**src/rtl/spi_reg_pkg.sv**
```systemverilog
// rtl/spi_reg_pkg.sv - shared constants and FSM state type for the SPI register slave
// No ports: register addresses, command width and frame state encoding.
package spi_reg_pkg;

  localparam int CMD_W = 8;

  localparam logic [6:0] ADDR_ID     = 7'h00;
  localparam logic [6:0] ADDR_CTRL   = 7'h01;
  localparam logic [6:0] ADDR_COUNT  = 7'h02;
  localparam logic [6:0] ADDR_STATUS = 7'h03;

  typedef enum logic [1:0] {
    IDLE,
    CMD,
    DATA,
    DONE
  } state_t;

endpackage

```
**src/rtl/spi_sync_edge.sv**
```systemverilog
// rtl/spi_sync_edge.sv - multi-flop synchroniser with rise/fall detect
// Ports: clk, rst (async high); din asynchronous input;
//        sync synchronised level, rise/fall one-clk edge pulses aligned with sync.
module spi_sync_edge #(
  parameter int DEPTH = 3
) (
  input  logic clk,
  input  logic rst,
  input  logic din,
  output logic sync,
  output logic rise,
  output logic fall
);

  logic [DEPTH-1:0] sr;

  // Resets to 0 so a select already held low across reset is not seen as
  // a falling edge; a frame can only start on a fresh ssel fall.
  always_ff @(posedge clk or posedge rst) begin
    if (rst) sr <= '0;
    else     sr <= {sr[DEPTH-2:0], din};
  end

  assign sync = sr[DEPTH-2];
  assign rise = sr[DEPTH-2] & ~sr[DEPTH-1];
  assign fall = ~sr[DEPTH-2] & sr[DEPTH-1];

endmodule

```
**src/rtl/spi_reg_slave.sv**
```systemverilog
// rtl/spi_reg_slave.sv - SPI mode-0 slave with addressed register file
// Ports: clk, rst (async high); sck, ssel (active low), mosi from the MCU;
//        miso to the MCU; ctrl control outputs; wr_stb/wr_addr write-commit strobe.
module spi_reg_slave
  import spi_reg_pkg::*;
#(
  parameter int                DATA_W   = 32,
  parameter int                CTRL_W   = 8,
  parameter logic [CTRL_W-1:0] CTRL_RST = CTRL_W'(8'h01),
  parameter logic [31:0]       ID_VALUE = 32'h5A1C_0002
) (
  input  logic              clk,
  input  logic              rst,
  input  logic              sck,
  input  logic              ssel,
  input  logic              mosi,
  output logic              miso,
  output logic [CTRL_W-1:0] ctrl,
  output logic              wr_stb,
  output logic [6:0]        wr_addr
);

  state_t            state, state_nxt;
  logic [5:0]        bit_cnt;
  logic [CMD_W-1:0]  cmd_sr;
  logic [DATA_W-1:0] rx_sr, tx_sr, count, rd_data;
  logic [31:0]       rd_wide;
  logic [15:0]       frame_cnt;
  logic              err;
  logic              cmd_done, data_done;
  logic [1:0]        mosi_ff;
  logic              sck_sync, sck_rise, sck_fall;
  logic              ssel_sync, ssel_rise, ssel_fall;
  logic              sck_act_rise, sck_act_fall;

  spi_sync_edge #(.DEPTH(3)) u_sck_sync (
    .clk(clk), .rst(rst), .din(sck),
    .sync(sck_sync), .rise(sck_rise), .fall(sck_fall)
  );

  spi_sync_edge #(.DEPTH(3)) u_ssel_sync (
    .clk(clk), .rst(rst), .din(ssel),
    .sync(ssel_sync), .rise(ssel_rise), .fall(ssel_fall)
  );

  // sck edges only count while the select is (synchronously) asserted.
  assign sck_act_rise = sck_rise & ~ssel_sync;
  assign sck_act_fall = sck_fall & ~ssel_sync;

  always_ff @(posedge clk or posedge rst) begin
    if (rst) state <= IDLE;
    else     state <= state_nxt;
  end

  always_comb begin
    state_nxt = state;
    if (ssel_rise) begin
      state_nxt = IDLE;
    end else begin
      case (state)
        IDLE:    if (ssel_fall && !sck_sync) state_nxt = CMD;
        CMD:     if (sck_act_rise && bit_cnt == 6'(CMD_W - 1)) state_nxt = DATA;
        DATA:    if (sck_act_rise && bit_cnt == 6'(DATA_W - 1)) state_nxt = DONE;
        default: ;
      endcase
    end
  end

  always_comb begin
    rd_wide = '0;
    case (cmd_sr[6:0])
      ADDR_ID:     rd_wide = ID_VALUE;
      ADDR_CTRL:   rd_wide[CTRL_W-1:0] = ctrl;
      ADDR_COUNT:  rd_wide[DATA_W-1:0] = count;
      ADDR_STATUS: rd_wide[16:0] = {err, frame_cnt};
      default:     ;
    endcase
  end

  assign rd_data = rd_wide[DATA_W-1:0];

  // The MSB is presented from the load until the first data sample; bits
  // past the data phase are never driven.
  assign miso = (state == DATA) ? tx_sr[DATA_W-1] : 1'b0;

  always_ff @(posedge clk or posedge rst) begin
    if (rst) begin
      bit_cnt   <= '0;
      cmd_sr    <= '0;
      rx_sr     <= '0;
      tx_sr     <= '0;
      cmd_done  <= 1'b0;
      data_done <= 1'b0;
      mosi_ff   <= '0;
      count     <= '0;
      frame_cnt <= '0;
      err       <= 1'b0;
      ctrl      <= CTRL_RST;
      wr_stb    <= 1'b0;
      wr_addr   <= '0;
    end else begin
      mosi_ff   <= {mosi_ff[0], mosi};
      cmd_done  <= 1'b0;
      data_done <= 1'b0;
      wr_stb    <= 1'b0;
      count     <= count + DATA_W'(1);

      if (ssel_rise && (state == CMD || state == DATA)) err <= 1'b1;
      if (state == DATA && state_nxt == DONE) frame_cnt <= frame_cnt + 16'd1;

      case (state)
        IDLE: if (state_nxt == CMD) begin
          bit_cnt <= '0;
          tx_sr   <= '0;
        end
        CMD: if (sck_act_rise) begin
          cmd_sr <= {cmd_sr[CMD_W-2:0], mosi_ff[1]};
          if (state_nxt == DATA) begin
            bit_cnt  <= '0;
            cmd_done <= 1'b1;
          end else begin
            bit_cnt <= bit_cnt + 6'd1;
          end
        end
        DATA: begin
          if (sck_act_rise) begin
            rx_sr   <= {rx_sr[DATA_W-2:0], mosi_ff[1]};
            bit_cnt <= bit_cnt + 6'd1;
            if (state_nxt == DONE) data_done <= 1'b1;
          end else if (sck_act_fall && bit_cnt != '0) begin
            // The fall right after the command byte must not shift: the
            // freshly loaded MSB has not been sampled yet.
            tx_sr <= {tx_sr[DATA_W-2:0], 1'b0};
          end
        end
        default: ;
      endcase

      // Load one clk after the command byte; count here is the snapshot.
      if (cmd_done) tx_sr <= cmd_sr[CMD_W-1] ? '0 : rd_data;

      if (data_done && cmd_sr[CMD_W-1]) begin
        case (cmd_sr[6:0])
          ADDR_CTRL: begin
            ctrl    <= rx_sr[CTRL_W-1:0];
            wr_stb  <= 1'b1;
            wr_addr <= cmd_sr[6:0];
          end
          ADDR_COUNT: begin
            count   <= rx_sr;
            wr_stb  <= 1'b1;
            wr_addr <= cmd_sr[6:0];
          end
          ADDR_STATUS: begin
            frame_cnt <= '0;
            err       <= 1'b0;
            wr_stb    <= 1'b1;
            wr_addr   <= cmd_sr[6:0];
          end
          default: ;
        endcase
      end
    end
  end

endmodule

```
**config.mk**
```make
export PLATFORM = sky130hd
export DESIGN_NAME = spi_reg_slave
export DESIGN_NICKNAME = d
export VERILOG_FILES = /design/src/rtl/spi_reg_pkg.sv /design/src/rtl/spi_sync_edge.sv /design/src/rtl/spi_reg_slave.sv
export SDC_FILE = /design/constraint.sdc
export NUM_CORES = 1
export LEC_CHECK = 0
export BUFFER_PORTS_ARGS = -buffer_cell sky130_fd_sc_hd__buf_2
export CORE_ASPECT_RATIO = 1.75
export CORE_UTILIZATION = 45
export CTS_CLUSTER_SIZE = 28
export DETAILED_ROUTE_END_ITERATION = 8
export PLACE_DENSITY_LB_ADDON = 0.15
export SLEW_MARGIN = 10
export SYNTH_ARGS = -nofsm -noshare
export SYNTH_HDL_FRONTEND = slang
export SYNTH_SLANG_ARGS = --single-unit
```
**constraint.sdc**
```tcl
create_clock -name clk -period 7.15 [get_ports clk]
set_input_delay 0.3575 -clock clk [delete_from_list [all_inputs] [get_ports clk]]
set_output_delay 0.3575 -clock clk [all_outputs]
set_load 0.02 [all_outputs]
```
# After elaboration in Yosys (flattened, before gate mapping)
# Cells that the tools add are included.
[totals]
input_bits = 5
register_bits = 155
out_inout_bits = 17
wordCells = 102
[classes]
n_mux = 36
n_eq_ne = 16
bitwise = 10
addsub = 3
reduce_logical = 21
[ops]
columns = ["cell", "n"]
rows = [
  ["32-bit 2-to-1 mux", 7],
  ["32-bit case mux with 2 select lines", 1],
  ["16-bit 2-to-1 mux", 3],
  ["32-bit by 1-bit adder with 32-bit output (second input constant)", 1],
  ["8-bit case mux with 4 select lines", 1],
  ["15-bit case mux with 2 select lines", 1],
  ["6-bit 2-to-1 mux", 4],
  ["6-bit case mux with 3 select lines", 1],
  ["9-bit case mux with 2 select lines", 1],
  ["16-bit by 1-bit adder with 16-bit output (second input constant)", 1],
  ["7-bit by 2-bit equality test with 1-bit output (second input constant)", 2],
  ["1-bit 2-to-1 mux", 12],
  ["2-bit 2-to-1 mux", 4],
  ["2-bit AND reduction", 4],
  ["4-bit AND reduction", 2],
  ["7-bit by 1-bit equality test with 1-bit output (second input constant)", 1],
  ["1-bit logical AND", 7],
  ["7-bit logical NOT", 1],
  ["6-bit by 1-bit adder with 6-bit output (second input constant)", 1],
  ["1-bit bitwise AND", 6],
  ["2-bit equality test (second input constant)", 3],
  ["6-bit by 3-bit equality test with 1-bit output (second input constant)", 1],
  ["6-bit by 5-bit equality test with 1-bit output (second input constant)", 1],
  ["2-bit != test (second input constant)", 3],
  ["11 further kinds", 17],
]

# Longest topological paths before layout
[depth]
word_depth = 12
ltp_mapped = 10

# Hierarchy
# Synthesis repeated with hierarchy kept, for this count alone.
[hier_totals]
cells_unflattened = 813
hier_area_um2 = 8047.7
[by_module_without_submodules]
columns = ["module", "area_each_um2", "cells_each", "instances", "seq_area_each_um2"]
rows = [
  ["spi_reg_slave", 7860.0, 801, 1, 3729.8],
  ["spi_sync_edge", 93.8, 6, 2, 75.1],
]

# Least setup slack after synthesis
# Ideal clock, no wire load.
[synth_path]
path_kind = "register to register"
start = "reg state[1]"
end = "reg tx_sr[2]"
synth_period_minus_slack_ps = 2450
path_slack_ps = 4700
n_path_buf = 1
arrival_time_ps = 2329
path_stages_with_launch = 10
required_time_ps = 7029
setup_ps = 121
cell_sequence = "dfrtp_1 > inv_1 > ha_1 > nand4bb_1 > or4_4 > and2_4 > and3_4 > a211o_1 > buf_6 > o22a_1"
[synth_via]
elab_chain_len = 6
[synth_rtl]
columns = ["item", "line_no", "source"]
rows = [
  ["from (decl)", "spi_reg_slave.sv:23", "state_t state, state_nxt;"],
  ["from (signal assigned)", "spi_reg_slave.sv:52", "else state <= state_nxt;"],
  ["2-bit equality test (tied with other cells)", "spi_reg_slave.sv:60, spi_reg_slave.sv:111", ""],
  ["2-bit case mux with 3 select lines", "spi_reg_slave.sv:60", "case (state)"],
  ["2-bit 2-to-1 mux", "spi_reg_slave.sv:57", "if (ssel_rise) begin"],
  ["2-bit by 1-bit equality test with 1-bit output", "spi_reg_slave.sv:112", "IDLE: if (state_nxt == CMD) begin"],
  ["3-bit != test (no line)", "--", ""],
  ["4-bit AND reduction (no line)", "--", ""],
  ["to (signal assigned)", "spi_reg_slave.sv:133", "tx_sr <= {tx_sr[DATA_W-2:0], 1'b0};"],
  ["to (signal assigned)", "spi_reg_slave.sv:140", "if (cmd_done) tx_sr <= cmd_sr[CMD_W-1] ? '0 : rd_data;"],
  ["to (decl)", "spi_reg_slave.sv:26", "logic [DATA_W-1:0] rx_sr, tx_sr, count, rd_data;"],
]
# Several ways; a longest one is shown, not always the timed one.
# A chain may end at the register's enable or synchronous reset.

# Worst setup path after layout
[layout_path]
start = "reg state[0]"
end = "reg tx_sr[0]"
[layout_via]
elab_chain_len = 6
[layout_rtl]
columns = ["item", "line_no"]
rows = [
  ["2-bit equality test (tied with other cells)", "spi_reg_slave.sv:60"],
  ["2-bit case mux with 3 select lines *", "spi_reg_slave.sv:60"],
  ["2-bit 2-to-1 mux *", "spi_reg_slave.sv:57"],
  ["named net state_nxt[0]", "spi_reg_slave.sv:23"],
  ["2-bit by 1-bit equality test with 1-bit output *", "spi_reg_slave.sv:112"],
  ["3-bit != test (no line) *", "--"],
  ["4-bit AND reduction (no line) *", "--"],
]
# The timed path passes the listed nets; every way through them passes the cells marked *.

==> run summary <==
Netlist Area Pre-Place: 7410 µm²
area grow syn2layout: 11.6%
WS Path Type: reg -> reg
Synth Instances: 696
crit share post-route: 52.4%
share of the yosys chip area belonging to registers: 52.3%
Arr. time, crit path: 3990 ps
synth unique cells: 64
slowest CP cell: a211o_1
CTS tree: built
max cap viols: 0
Worst Hold Class: in -> reg
synthesized area per cell: 10.7 µm²
skew final: 12.2 ps
Clock Latency Late Sink: 430 ps
met1 usage: 23.5%
ANT cells: 0
routed wire length per instance: 17.1 µm
met3 Use GR: 4.31%
Synth async-reset ratio: 100%
global-route wire length before repair: 27.1 mm
remaining routing DRC violations: 0
Reg power frac: 43.2%
max_slew headroom: 23.0%
CTS resizes: 0
Cell Chain, Critical Path: inv_1, ha_1, nor4bb_4, buf_4, nand4b_1, a31oi_4, and3_4, a211o_1, o22ai_1
Setup Viol. Count Final: 0
number of synthesized flops with an enable pin: 0
Syn Nets: 709
Sw Pwr: 0.685 mW
RSZ-0062 raised after global routing: false
H-Tree Depth: 4
die width: 99.0 µm
cell internal pwr: 1.78 mW
busiest grt layer: met2
dominant synthesized flop cell: dfrtp_1
Setup crit start kind: flop
I/O Pins: 22
status: finished clean
VDD IR max: 0.000133 V
Starting Density: 46.3%
Root Buffer: clkbuf_16
layout cells sized above 1: 18.0%
Max clock buf depth: 2
DIE AREA: 17000 µm²
Fin Setup TNS: 0 ps
CP Max Fanout: 33
antenna violations before repair: 0
f_max: 0.267 GHz
CP endpoint kind: flop
Logic pwr share: 18.7%
Post-DP Area: 7640 µm²
flops & latches, synth: 155
core area: 16000 µm²
Post-DP HPWL: 10.4 mm
Clock Sinks: 155
Final nets: 718
Worst EP required: 7400 ps
grt met2 use: 36.6%
Final min period: 3750 ps
Vias: 5133
GRT Util Overall: 20.5%
final-report hold violation count: 0
drt via density: 5.66
gr ovfl total: 0
Post-CTS Hold Buffers: 0
Pleak: 3.78 nW
switching share of total power: 27.8%
Die Ht: 172 µm
largest net degree at the start of global routing: 99
Pwr per Cell Area: 298 nW/µm²
TritonCTS buffer count: 17
WL final: 15.6 mm
Detailed Route Iter0 Violations: 172
Row Count: 61
RePlAce Congestion: 0.776
Final Cell Area: 8270 µm²
Yosys warning total: 0
First-pass DRT Iterations: 4
vias in the first global route: 5428
Antenna Nets Post-Route: 0
actual slew at the worst max-slew pin: 1160 ps
Post-CTS Setup Inserts: 0
clock-pin slew on the worst setup and hold paths: 60 ps
Clk network pwr share: 38.1%
CP max stage delay: 820 ps
IO Port Bufs: 21
Final Max Tran Viols: 0
## registers in the layout, summed over array words and instances, names as in the netlist
signal,count
ctrl,8
state,2
wr_addr,7
data_done,1
bit_cnt,6
u_sck_sync.sr,3
count,32
tx_sr,32
err,1
u_ssel_sync.sr,3
rx_sr,32
wr_stb,1
mosi_ff,2
frame_cnt,16
cmd_sr,8
cmd_done,1
## Yosys cell counts, types with 3 or more instances
library cell  number  share of area (%)
or3_1             12                1.0
xor2_1            12                1.4
mux2i_1           18                2.4
o21a_1             3               0.30
ha_1               8                1.4
nand2_1           29                1.5
buf_1              4               0.20
dfrtp_1          154                 52
inv_1             22                1.1
nor3b_1            3               0.30
o32a_1             4               0.54
nor4_1             4               0.34
nor2b_1           11               0.93
a21o_1             3               0.30
nand3_1           19                1.3
o21ai_0           22                1.5
nand4_1            6               0.51
and4_1             3               0.35
mux2_2            50                7.6
buf_6              5               0.76
and3_1             8               0.68
nor3_1             4               0.27
o22ai_1           21                1.8
nor2_1            99                5.0
xnor2_1           21                2.5
clkbuf_1          25                1.3
and2_1             3               0.25
o22a_1            26                3.1
a21oi_1           55                3.7
a22o_1             4               0.47
## power groups by stage
| stage | sequential (mW) | combinational, mW | clock [mW] |
|---|---|---|---|
| finish | 1.07 | 0.461 | 0.938 |
| global route | 1.08 | 0.511 | 0.998 |
| CTS | 1.06 | 0.458 | 0.963 |
| detailed placement | 1.08 | 0.456 | 0 |
| global placement | 1.07 | 0.441 | 0 |
| floorplan | 1.05 | 0.414 | 0 |
## metal layers
| metal | wire length (µm) | part of all wire [%] | up-vias |
|---|---|---|---|
| met5 | 0 | 0 | - |
| met2 | 8380 | 54 | 66 |
| met1 | 6460 | 42 | 2557 |
| met4 | 382 | 2.5 | 0 |
| li1 | - | - | 2483 |
| met3 | 320 | 2.1 | 27 |
## metrics by stage
step                cells  hold slack, ps  setup slack, ps  utilization [%]  total power, mW
detailed placement    874             336             3400             47.7             1.54
finish                907            34.9             3400             51.6             2.46
global route          907            22.0             3090             51.6             2.59
floorplan             696             331             2620                -             1.46
CTS                   906            22.4             3390             51.5             2.49
global placement      874             335             3520             47.7             1.51
## layout by cell type (no fill, tap or decap), drive strengths merged, types with 8 or more instances in the layout
master	netlist	layout
a21oi	55	55
and3	9	9
buf	11	27
clkbuf	25	20
dfrtp	154	154
ha	8	8
inv	22	24
mux2	50	50
mux2i	18	18
nand2	29	29
nand3	20	20
nor2	99	99
nor2b	11	11
o21ai	22	22
o22a	28	28
o22ai	21	21
or3	13	13
xnor2	21	21
xor2	12	12
## final cells by class
type                       count  area, µm²
multi-input combinational    482       3290
clock inverter                12        161
fill                        1424       7750
sequential                   155       3880
inverter                      22       87.6
tap                          189        236
timing repair buffer          27        158
clock buffer                  20        457
## critical path: cells and delay by family, from the launching register on
| family | cells | cell delay (ps) |
|---|---|---|
| DFF | 1 | 430 |
| and+or+nand+nor | 3 | 760 |
| buffers and inverters | 2 | 580 |
| adders and majority gates | 1 | 470 |
| AOI/OAI and AO/OA | 3 | 1310 |
## logic make-up after synthesis
kind of cell / count (synthesis) / synth area share (%)
AO/OA/AOI/OAI: 154 / 14.1
XOR/XNOR: 33 / 3.90
adder cells (fa/ha/maj): 8 / 1.35
buffers and inverters: 59 / 3.68
multiplexers: 68 / 10.0
flip-flops: 155 / 52.3
AND/OR/NAND/NOR: 219 / 14.6
## final timing paths
check | cells after the start | to | slack (ps) | startpoint
min in group asynchronous | 2 | rx_sr[0] | 130 | rst
min reg2reg | 0 | mosi_ff[1] | 350 | mosi_ff[0]
max | 9 | tx_sr[0] | 3400 | state[0]
max in group asynchronous | 3 | rx_sr[31] | 5700 | rst
max reg2reg | 9 | tx_sr[0] | 3400 | state[0]
min | 1 | u_ssel_sync.sr[0] | 30 | ssel
No activity file was read; power rests on OpenSTA's default activity.
